## src/rtl/score_bcd_tracker.sv

```systemverilog
// Captures the final game score on each rising game_end, converts it to packed BCD with a
// one-bit-per-clock double-dabble, and tracks the session high score for the digit driver.
//
// state | meaning
// IDLE  | waiting for a game_end rising edge
// CONV  | shifting one score bit per clock into the BCD register
module score_bcd_tracker #(
   parameter int SCORE_W    = 8,
   parameter int BCD_DIGITS = 3
) (
   input  logic                    clk,
   input  logic                    rst,
   input  logic [SCORE_W-1:0]      score,
   input  logic                    game_end,
   input  logic                    best_clr,
   output logic                    busy,
   output logic                    done,
   output logic [4*BCD_DIGITS-1:0] cur_bcd,
   output logic [4*BCD_DIGITS-1:0] best_bcd,
   output logic                    new_best,
   output logic                    overrun
);

   localparam int BCD_W = 4 * BCD_DIGITS;
   localparam int CNT_W = (SCORE_W > 1) ? $clog2(SCORE_W) : 1;
   localparam logic [CNT_W-1:0] LAST_BIT = CNT_W'(SCORE_W - 1);

   typedef enum logic {
      IDLE = 1'b0,
      CONV = 1'b1
   } state_t;

   state_t             state_q, state_d;
   logic               game_end_d;
   logic [SCORE_W-1:0] cap_q;
   logic [SCORE_W-1:0] sh_q;
   logic [BCD_W-1:0]   bcd_q;
   logic [CNT_W-1:0]   bit_cnt_q;
   logic [SCORE_W-1:0] pend_val_q;
   logic               pend_full_q;
   logic [SCORE_W-1:0] best_bin_q;

   logic               ge_rise;
   logic               last_bit;
   logic [BCD_W-1:0]   bcd_adj;
   logic [BCD_W-1:0]   bcd_nx;
   logic [SCORE_W-1:0] sh_nx;

   always_comb begin
      ge_rise  = game_end & ~game_end_d;
      last_bit = (state_q == CONV) && (bit_cnt_q == LAST_BIT);

      bcd_adj = bcd_q;
      for (int i = 0; i < BCD_DIGITS; i++) begin
         if (bcd_q[4*i +: 4] >= 4'd5) begin
            bcd_adj[4*i +: 4] = bcd_q[4*i +: 4] + 4'd3;
         end
      end
      {bcd_nx, sh_nx} = {bcd_adj, sh_q} << 1;

      state_d = state_q;
      if (state_q == IDLE) begin
         if (ge_rise) begin
            state_d = CONV;
         end
      end else begin
         // A rise on the completion cycle chains straight into the next conversion.
         if (last_bit && !pend_full_q && !ge_rise) begin
            state_d = IDLE;
         end
      end
   end

   always_ff @(posedge clk) begin
      if (rst) begin
         state_q     <= IDLE;
         game_end_d  <= 1'b1;
         cap_q       <= '0;
         sh_q        <= '0;
         bcd_q       <= '0;
         bit_cnt_q   <= '0;
         pend_val_q  <= '0;
         pend_full_q <= 1'b0;
         best_bin_q  <= '0;
         busy        <= 1'b0;
         done        <= 1'b0;
         cur_bcd     <= '0;
         best_bcd    <= '0;
         new_best    <= 1'b0;
         overrun     <= 1'b0;
      end else begin
         state_q    <= state_d;
         busy       <= (state_d == CONV);
         game_end_d <= game_end;
         done       <= 1'b0;

         if (state_q == IDLE) begin
            if (ge_rise) begin
               cap_q     <= score;
               sh_q      <= score;
               bcd_q     <= '0;
               bit_cnt_q <= '0;
            end
         end else begin
            bcd_q     <= bcd_nx;
            sh_q      <= sh_nx;
            bit_cnt_q <= bit_cnt_q + CNT_W'(1);

            if (last_bit) begin
               cur_bcd <= bcd_nx;
               done    <= 1'b1;
               if (cap_q > best_bin_q) begin
                  best_bin_q <= cap_q;
                  best_bcd   <= bcd_nx;
                  new_best   <= 1'b1;
               end else begin
                  new_best   <= 1'b0;
               end

               if (ge_rise) begin
                  cap_q       <= score;
                  sh_q        <= score;
                  bcd_q       <= '0;
                  bit_cnt_q   <= '0;
                  pend_full_q <= 1'b0;
                  if (pend_full_q) begin
                     overrun <= 1'b1;
                  end
               end else if (pend_full_q) begin
                  cap_q       <= pend_val_q;
                  sh_q        <= pend_val_q;
                  bcd_q       <= '0;
                  bit_cnt_q   <= '0;
                  pend_full_q <= 1'b0;
               end
            end else if (ge_rise) begin
               pend_val_q  <= score;
               pend_full_q <= 1'b1;
               if (pend_full_q) begin
                  overrun <= 1'b1;
               end
            end
         end

         // Clearing the high score wins over a same-cycle completion.
         if (best_clr) begin
            best_bin_q <= '0;
            best_bcd   <= '0;
            new_best   <= 1'b0;
         end
      end
   end

endmodule

```

## config.mk

```make
export PLATFORM = sky130hd
export DESIGN_NAME = score_bcd_tracker
export DESIGN_NICKNAME = d
export VERILOG_FILES = /design/src/rtl/score_bcd_tracker.sv
export SDC_FILE = /design/constraint.sdc
export NUM_CORES = 1
export LEC_CHECK = 0
export ABC_AREA = 0
export CORE_ASPECT_RATIO = 0.9
export CORE_UTILIZATION = 60
export CTS_BUF_LIST = sky130_fd_sc_hd__clkbuf_16
export DETAILED_ROUTE_END_ITERATION = 16
export GPL_ROUTABILITY_DRIVEN = 0
export GPL_TIMING_DRIVEN = 1
export PLACE_DENSITY = 0.87
export SYNTH_ARGS = -nofsm -noshare
export SYNTH_HDL_FRONTEND = slang
export SYNTH_SLANG_ARGS = --single-unit
```

## constraint.sdc

```tcl
create_clock -name clk -period 2.5 [get_ports clk]
set_input_delay 0.75 -clock clk [delete_from_list [all_inputs] [get_ports clk]]
set_output_delay 0.75 -clock clk [all_outputs]
set_load 0.02 [all_outputs]
```

Word level (Yosys, flattened, before mapping)
Index checks and enable logic that the tools add are counted.
- register bits: 77
- latch bits: 0
- memory bits (writable): 0
- bits in read-only memories: 0
- word-level logic and storage cells: 73
- memories: 0
- add/sub/neg operators: 4
- multipliers: 0
- div/mod/pow operators: 0
- order comparisons: 4
- equality and inequality tests: 3
- shifts and indexed selects: 0
- multiplexer cells: 29
- bitwise logic cells: 4
- reductions and logical operators: 15
- operators by type and width (kind ; count):
    2-to-1 mux 8 bit ; 9
    2-to-1 mux 12 bit ; 5
    2-to-1 mux 3 bit ; 6
    greater-or-equal comparator 4 x 3 -> 1 bit, second input constant ; 3
    AND reduction 3 bit ; 4
    adder 4 x 2 -> 4 bit, second input constant ; 2
    > comparator 8 bit ; 1
    2-to-1 mux 4 bit ; 2
    2-to-1 mux 1 bit ; 7
    AND reduction 2 bit ; 2
    nonzero test 2 bit ; 2
    OR reduction 2 bit ; 2
    adder 3 x 1 -> 3 bit, second input constant ; 1
    adder 3 x 2 -> 3 bit, second input constant ; 1
    equality test 3 bit, second input constant ; 1
    logical AND 1 bit ; 3
    inequality test 3 bit, second input constant ; 1
    inverter 1 bit ; 3
    zero test 1 bit ; 2
    inequality test 2 x 1 -> 1 bit, second input constant ; 1
    bitwise AND 1 bit ; 1

Depth between registers and ports, before layout
- word-level depth: 6
- gate-level depth with buffers: 9
- mapped depth without buffers: 7

Least setup slack after synthesis
Ideal clock, no wire load.
- kind: input to register
- from: input port game_end
- to: register bcd_q[8]
- arrival time: 1630 ps
- setup slack: 742 ps
- stages on the path: 7
- buffers on the path: 2
- cell sequence: nor2b_1 o21ai_0 and2_1 buf_2 buf_2 a22oi_1 nor2_1
- longest elaborated chain between the ends: 4
- elaborated cells between the ends (all ways): 5
- ends and longest elaborated chain (element ; RTL line ; text):
    from (decl) ; 14 ; input logic game_end,
    bitwise AND 1 bit * ; 50 ; ge_rise = game_end & ~game_end_d;
    2-to-1 mux 12 bit ; 120 ; if (ge_rise) begin
    2-to-1 mux 12 bit ; 109 ; if (last_bit) begin
    2-to-1 mux 12 bit ; 97 ; if (state_q == IDLE) begin
    to (signal assigned) ; 105 ; bcd_q <= bcd_nx;
    to (decl) ; 37 ; logic [BCD_W-1:0] bcd_q;
Every way passes the cells marked *; elsewhere a longest branch is shown, timed or not.
A chain may end at the register's enable or synchronous reset.

Worst setup path in the final report
- from: input port game_end
- to: register bit_cnt_q[1]
- longest elaborated chain between the ends: 4
- elaborated cells between the ends (all ways): 5
- ends and longest elaborated chain (element ; RTL line ; text):
    bitwise AND 1 bit * ; 50 ;
    2-to-1 mux 3 bit ; 120 ;
    2-to-1 mux 3 bit ; 109 ;
    2-to-1 mux 3 bit ; 97 ;
    to (signal assigned) ; 107 ; bit_cnt_q <= bit_cnt_q + CNT_W'(1);
    to (decl) ; 38 ; logic [CNT_W-1:0] bit_cnt_q;
Marked as above.

==> metrics.md <==
| Metric | Value |
|---|---|
| Sequential share of the synthesized area | `0.4270` |
| Worst setup SP type | `primary input` |
| Pleak | `around 1.5 nW` |
| Power Total | `2.728 mW` |
| Tightest Pin Transition | `between 1 and 1.5 ns` |
| Synth Instances | `roughly 430` |
| Resized Gates After CTS | `0` |
| Yosys Warn Count | `0` |
| Placed cell areas | `0.004023 mm2` |
| Slew Viols, Final | `0` |
| FMAX | `0.4434 GHz` |
| Class of the worst hold path | `reg -> reg` |
| Worst r2r src | `bit_cnt_q[0]` |
| Crit Path Max Fanout | `15` |
| Initial DRC count | `300` |
| Syn_area_per_cell | `8.474 um2` |
| Predominant post-synthesis flop cell | `dfxtp_1` |
| Gr usage total | `0.2940` |
| Sink Count | `77` |
| DRC | `0` |
| Pin count of the biggest net entering global routing | `between 50 and 60` |
| CTS clock-pin slew for the worst setup and hold paths | `approximately 0.060 ns` |
| Initial antenna violation count | `0` |
| Post-Syn Area | `0.003610 mm2` |
| Area grow syn2layout | `19.27%` |
| Die X | `between 80 and 90 um` |
| Vias per inst | `between 6 and 7` |
| Die height | `around 76 um` |
| FP Rows | `26` |
| Overall routed net length | `around 9000 um` |
| TritonRoute pass-1 iters | `5` |
| # Max-Cap Violations | `0` |
| Via Count | `around 3200` |
| TritonCTS Buffers | `9` |
| Overflow after GRT | `0` |
| EDFF count, synth | `0` |
| CP Class | `in -> reg` |
| Mapped Nets | `roughly 450` |
| HP Start | `cur_bcd[5]` |
| Post-CTS setup buffer count | `0` |
| Remaining antenna violation count | `0` |
| Post-route minimum period | `2.255 ns` |
| Worst Setup SP | `game_end` |
| Core ar. | `between 0.005 and 0.006 mm2` |
| Finished Cell Area | `between 0.004 and 0.005 mm2` |
| VDD IR max | `0.0005661 V` |
| Power Density | `around 630 mW/mm2` |
| Number of synthesized register bits | `between 70 and 80` |
| Post-layout nets | `about 480` |
| Status | `complete, no violations` |
| Crit end category | `register` |
| Post-DP HPWL | `around 5700 um` |
| Htree depth | `3` |
| Share of layout cells above drive strength 1 | `0.08734` |
| Clk Latency, worst-skew pair | `0.34 ns` |
| Placed cells | `a little over 500` |
| First-pass GRT wire length | `14430 um` |
| R2R depth | `8` |
| Average wire per standard cell | `between 15 and 20 um` |
| Async SR Flop Fraction | `0` |
| Initial core utilization | `0.6305` |
| Crit path required time | `2.77 ns` |
| RSZ-0062 raised after global routing | `false` |
| Reg-to-reg setup timing slack | `about 0.36 ns` |
| Final Skew | `0.005284 ns` |
| Die footprint | `0.006331 mm2` |
| Min-Delay Path Depth | `2` |
| Vias in the first global route | `3034` |
| Most frequent cells in the layout | `77 x dfxtp_1, 54 x nor2_1, 41 x a21oi_1` |
| Most common cell after layout, fill and taps aside | `dfxtp_1` |
| TritonCTS clock tree | `built` |
| Layout fillers | `approximately 400` |
| Non-Filler Instances | `528` |
| Post-CTS Hold Fix Bufs | `0` |
| Slew margin rel. | `0.3179` |
| Final setup vio count | `0` |
| Cell variety after synth | `44` |
| Final Hold Fails | `0` |
| Clock root buffer | `clkbuf_16` |
| IO buf count | `39` |
| Clk buf depth | `2` |
| ANT cells | `0` |
| CP arrival | `2.52 ns` |
| I/O pin count | `40` |
| Fin crit share | `0.9022` |
==> per-stage QoR <==
step	utilization	hold WS (ns)	TNS, ns	setup WS [ns]
6_report	0.7520	0.4512	0	0.2446
5_1_grt	0.7520	0.4869	0	0.1171
4_1_cts	0.7520	0.4537	0	0.3003
3_5_place_dp	0.7026	0.4459	-0.08060	-0.01599
3_3_place_gp	0.7026	0.4416	0	0.07832
2_1_floorplan	-	0.4368	0	0.7425
==> per-layer routing <==
layer	global-route usage	part of all wire	up-vias
met5	0	0	-
met4	0.1130	0.018	0
met3	0.09101	0.066	25
met2	0.4914	0.47	128
met1	0.3643	0.45	1509
li1	-	-	1566
==> layout make-up <==
cell class	instances	area, um2	area share
flip-flops and latches	77	1541	0.3580
multi-input cells	299	1836	0.4263
repair buffers	48	490.5	0.1139
clock buffers	9	225.2	0.05231
inverters	18	67.56	0.01569
clock inverters	7	57.56	0.01337
well taps	70	87.58	0.02034
==> path summary, 6_finish.rpt <==
kind / to
setup reg to reg: best_bin_q[0]
hold reg to reg: cur_bcd[5]
hold / removal: cur_bcd[5]
setup / recovery: bit_cnt_q[1]
==> power by group <==
| group | total, mW | switching, mW | internal, mW | leakage (nW) |
|---|---|---|---|---|
| registers | 1.27 | 0.0186 | 1.25 | 0.623 |
| clock network | 1.25 | 0.488 | 0.758 | 0.148 |
| logic | 0.213 | 0.142 | 0.0709 | 0.741 |
| total | 2.73 | 0.649 | 2.08 | 1.51 |
==> cell families (layout without fill, tap and decap cells) <==
family                   Yosys count  count (layout)  share of synthesized area
XOR/XNOR                           3               3                   0.007280
AND/OR/NAND/NOR                  146             146                     0.1913
buffers and inverters             50              82                    0.06447
multiplexers                      11              11                    0.03050
adder cells (fa/ha/maj)           16              16                    0.05546
flip-flops                        77              77                     0.4270
AO/OA/AOI/OAI                    123             123                     0.2239
==> synthesized netlist by cell type, types with 3 or more instances <==
cell type | n | area share
dfxtp_1 | 77 | 0.43
nor2_1 | 54 | 0.056
a21oi_1 | 41 | 0.057
nand2_1 | 33 | 0.034
nand3_1 | 21 | 0.029
o21ai_0 | 21 | 0.029
inv_1 | 18 | 0.019
ha_1 | 16 | 0.055
a22oi_1 | 14 | 0.029
clkbuf_1 | 13 | 0.014
buf_2 | 11 | 0.015
mux2i_1 | 11 | 0.031
a211oi_1 | 9 | 0.019
nand4_1 | 9 | 0.016
a311oi_1 | 8 | 0.019
nand2b_1 | 8 | 0.014
o21ai_1 | 8 | 0.011
o31ai_1 | 7 | 0.015
and2_1 | 4 | 0.0069
nor3_2 | 4 | 0.011
buf_6 | 3 | 0.0094
nor3_1 | 3 | 0.0042
nor3b_1 | 3 | 0.0062
xnor2_1 | 3 | 0.0073
==> worst max-delay path, cell delays in order <==
cell	delay, ns
clkdlybuf4s50_1	0.43
nor2b_1	0.20
nor2_1	0.78
a22oi_1	0.23
nor2_1	0.13
==> sequential cells by signal, summed over array words and instances, names as in the netlist, 3 cells and up <==
| signal | cells |
|---|---|
| bcd_q | 12 |
| best_bcd | 12 |
| cur_bcd | 12 |
| best_bin_q | 8 |
| cap_q | 8 |
| pend_val_q | 8 |
| sh_q | 8 |
| bit_cnt_q | 3 |
Power figures use the tool's default switching activity.
==> RTL edit (same flow settings) <==
Add an input register stage for `score`, `game_end` and `best_clr`, without a reset; this delays them by one clock. Comments in the files are not updated.
--- a/src/rtl/score_bcd_tracker.sv
+++ b/src/rtl/score_bcd_tracker.sv
@@ -32,2 +32,12 @@
 
+   logic [SCORE_W-1:0] score_q;
+   logic game_end_q;
+   logic best_clr_q;
+
+   always_ff @(posedge clk) begin
+      score_q    <= score;
+      game_end_q <= game_end;
+      best_clr_q <= best_clr;
+   end
+
    state_t             state_q, state_d;
@@ -49,3 +59,3 @@
    always_comb begin
-      ge_rise  = game_end & ~game_end_d;
+      ge_rise  = game_end_q & ~game_end_d;
       last_bit = (state_q == CONV) && (bit_cnt_q == LAST_BIT);
@@ -93,3 +103,3 @@
          busy       <= (state_d == CONV);
-         game_end_d <= game_end;
+         game_end_d <= game_end_q;
          done       <= 1'b0;
@@ -98,4 +108,4 @@
             if (ge_rise) begin
-               cap_q     <= score;
-               sh_q      <= score;
+               cap_q     <= score_q;
+               sh_q      <= score_q;
                bcd_q     <= '0;
@@ -120,4 +130,4 @@
                if (ge_rise) begin
-                  cap_q       <= score;
-                  sh_q        <= score;
+                  cap_q       <= score_q;
+                  sh_q        <= score_q;
                   bcd_q       <= '0;
@@ -136,3 +146,3 @@
             end else if (ge_rise) begin
-               pend_val_q  <= score;
+               pend_val_q  <= score_q;
                pend_full_q <= 1'b1;
@@ -145,3 +155,3 @@
          // Clearing the high score wins over a same-cycle completion.
-         if (best_clr) begin
+         if (best_clr_q) begin
             best_bin_q <= '0;
Function: changed (Yosys sat finds a counterexample within 4 cycles, from zero or initial values and one cycle with rst high).
==> RTL edit against the unedited design <==
Power is 2.7% higher. Worst hold slack better by 0.0040 ns. Sequential cell count increased by 10. Routed wire length shrank 3.5%. Cell area increased by 2.8%. Setup slack gained 0.12 ns. Synthesized area is 4.7% higher. Critical endpoint is now best_bcd[3]$_SDFFE_PP0P_. Largest power group unchanged.
==> RTL edit: results (changes against the unedited design) <==
Place
  • Placed inst area: 0.004167 mm^2 (was 0.004023 mm^2)
  • DP Worst Slack: 0.4102 ns (was -0.01599 ns)
  • Dpl cells: 529 (was 512)

STA
  • Max_slew headroom: 52.42% (was 31.79%)
  • Worst Skew: 0.005853 ns (was 0.005284 ns)
  • Fin Hold WS: 0.4552 ns (was 0.4512 ns)
  • Period utilization: 85.36% (was 90.22%)

Layout
  • Final std cells w/o fill: 545 (was 528)
  • Final-stage net count: 481 (unchanged)
  • Fill cell count: 467 (was 396)
  • Share of layout cells above drive strength 1: 8.079% (was 8.734%)

Power
  • Sw power: 663.0 uW (was 649.2 uW)

Critical path
  • Capturing point of the worst reg2reg path: best_bcd[3]$_SDFFE_PP0P_ (was best_bin_q[0]$_SDFFE_PP0P_)
  • Reg2Reg Depth: 7 (was 8)
  • Worst path slowest cell: a31oi_4 (was nor2_1)
  • Crit. Startpoint: bit_cnt_q[0]$_SDFFE_PP0P_ (was game_end)
  • Critical Path RT: 2.74 ns (was 2.77 ns)
  • Max stage delay on crit path: 0.52 ns (was 0.78 ns)
  • Critical path class: flop to flop (was primary input to flop)

Min path
  • Min-Delay Endpoint: cur_bcd[10]$_SDFFE_PP0P_ (was cur_bcd[5]$_SDFFE_PP0P_)

Outcome
  • Status: finished clean (unchanged)

Logic synthesis
  • Count of different cell masters after synthesis: 44 (unchanged)
  • Seq/Total Area, Yosys: 46.06% (was 42.70%)
  • Ranking of synthesized cells by area: dfxtp_1 46%, a21oi_1 5.4%, ha_1 5.3% (was dfxtp_1 43%, a21oi_1 5.7%, nor2_1 5.6%)
  • Most frequent cells after synthesis: 87 x dfxtp_1, 49 x nor2_1, 41 x a21oi_1, 41 x nand2_1, 19 x nand3_1 (was 77 x dfxtp_1, 54 x nor2_1, 41 x a21oi_1)

Clocking
  • CTS buffer count: 9 (unchanged)

Route
  • Total number of vias: 3227 (was 3228)
  • Initial DRC Count: 312 (was 300)
  • DR pass1 iterations: 7 (was 5)
  • WL/cell: 15.51 um (was 16.59 um)

Global route
  • Largest net degree at the start of global routing: 58 (unchanged)
  • Global Route Usage Sum: 26.85% (was 29.40%)
  • Vias in the first global route: 2878 (was 3034)

Floorplanning
  • Die W: 85.68 um (was 83.76 um)
## RTL edit: cell count changes after synthesis, sizes merged, moves of 2 or more
cell     change
a22oi        -3
nor2         -5
a2bb2oi      +3
inv          -2
buf          -2
o32ai        +2
o21ai       -10
dfxtp       +10
o221ai       -2
nand2        +8
nand3        -2
## RTL edit: kinds of logic after synthesis
group | Yosys count | synth area share (%)
AO/OA/AOI/OAI | 115 | 20.52
AND/OR/NAND/NOR | 147 | 18.40
buffers and inverters | 46 | 5.857
flip-flops | 87 | 46.06
adder cells (fa/ha/maj) | 16 | 5.294
XOR/XNOR | 3 | 0.6950
multiplexers | 12 | 3.177
## RTL edit: metal layers
| metal | track usage (%) | part of all wire [%] |
|---|---|---|
| met2 | 42.96 | 48 |
| met4 | 8.833 | 1.0 |
| met3 | 7.212 | 7.3 |
| met5 | 0 | 0 |
| met1 | 35.09 | 44 |
## RTL edit: critical path: cells and delay by family, from the launching register on
family | cells | cell delay (ns)
compound gates | 4 | 1.03
fa+ha+maj | 2 | 0.38
flops | 1 | 0.35
simple gates | 1 | 0.28
## RTL edit: layout make-up
cell class	instances	area (um^2)	area share, %
Clock buffer	9	225.2	5.091
Clock inverter	7	32.53	0.7353
Inverter	16	60.06	1.357
Multi-Input combinational cell	293	1818	41.09
Sequential cell	87	1742	39.37
Tap cell	87	108.9	2.460
Timing Repair Buffer	46	437.9	9.898
## RTL edit: power groups by stage
| stage | clock network (mW) | registers, mW | logic, mW |
|---|---|---|---|
| 3_3_place_gp | 0 | 1.47 | 0.188 |
| 2_1_floorplan | 0 | 1.46 | 0.147 |
| 3_5_place_dp | 0 | 1.47 | 0.194 |
| 5_1_grt | 1.24 | 1.44 | 0.215 |
| 6_report | 1.16 | 1.44 | 0.197 |
| 4_1_cts | 1.17 | 1.44 | 0.195 |
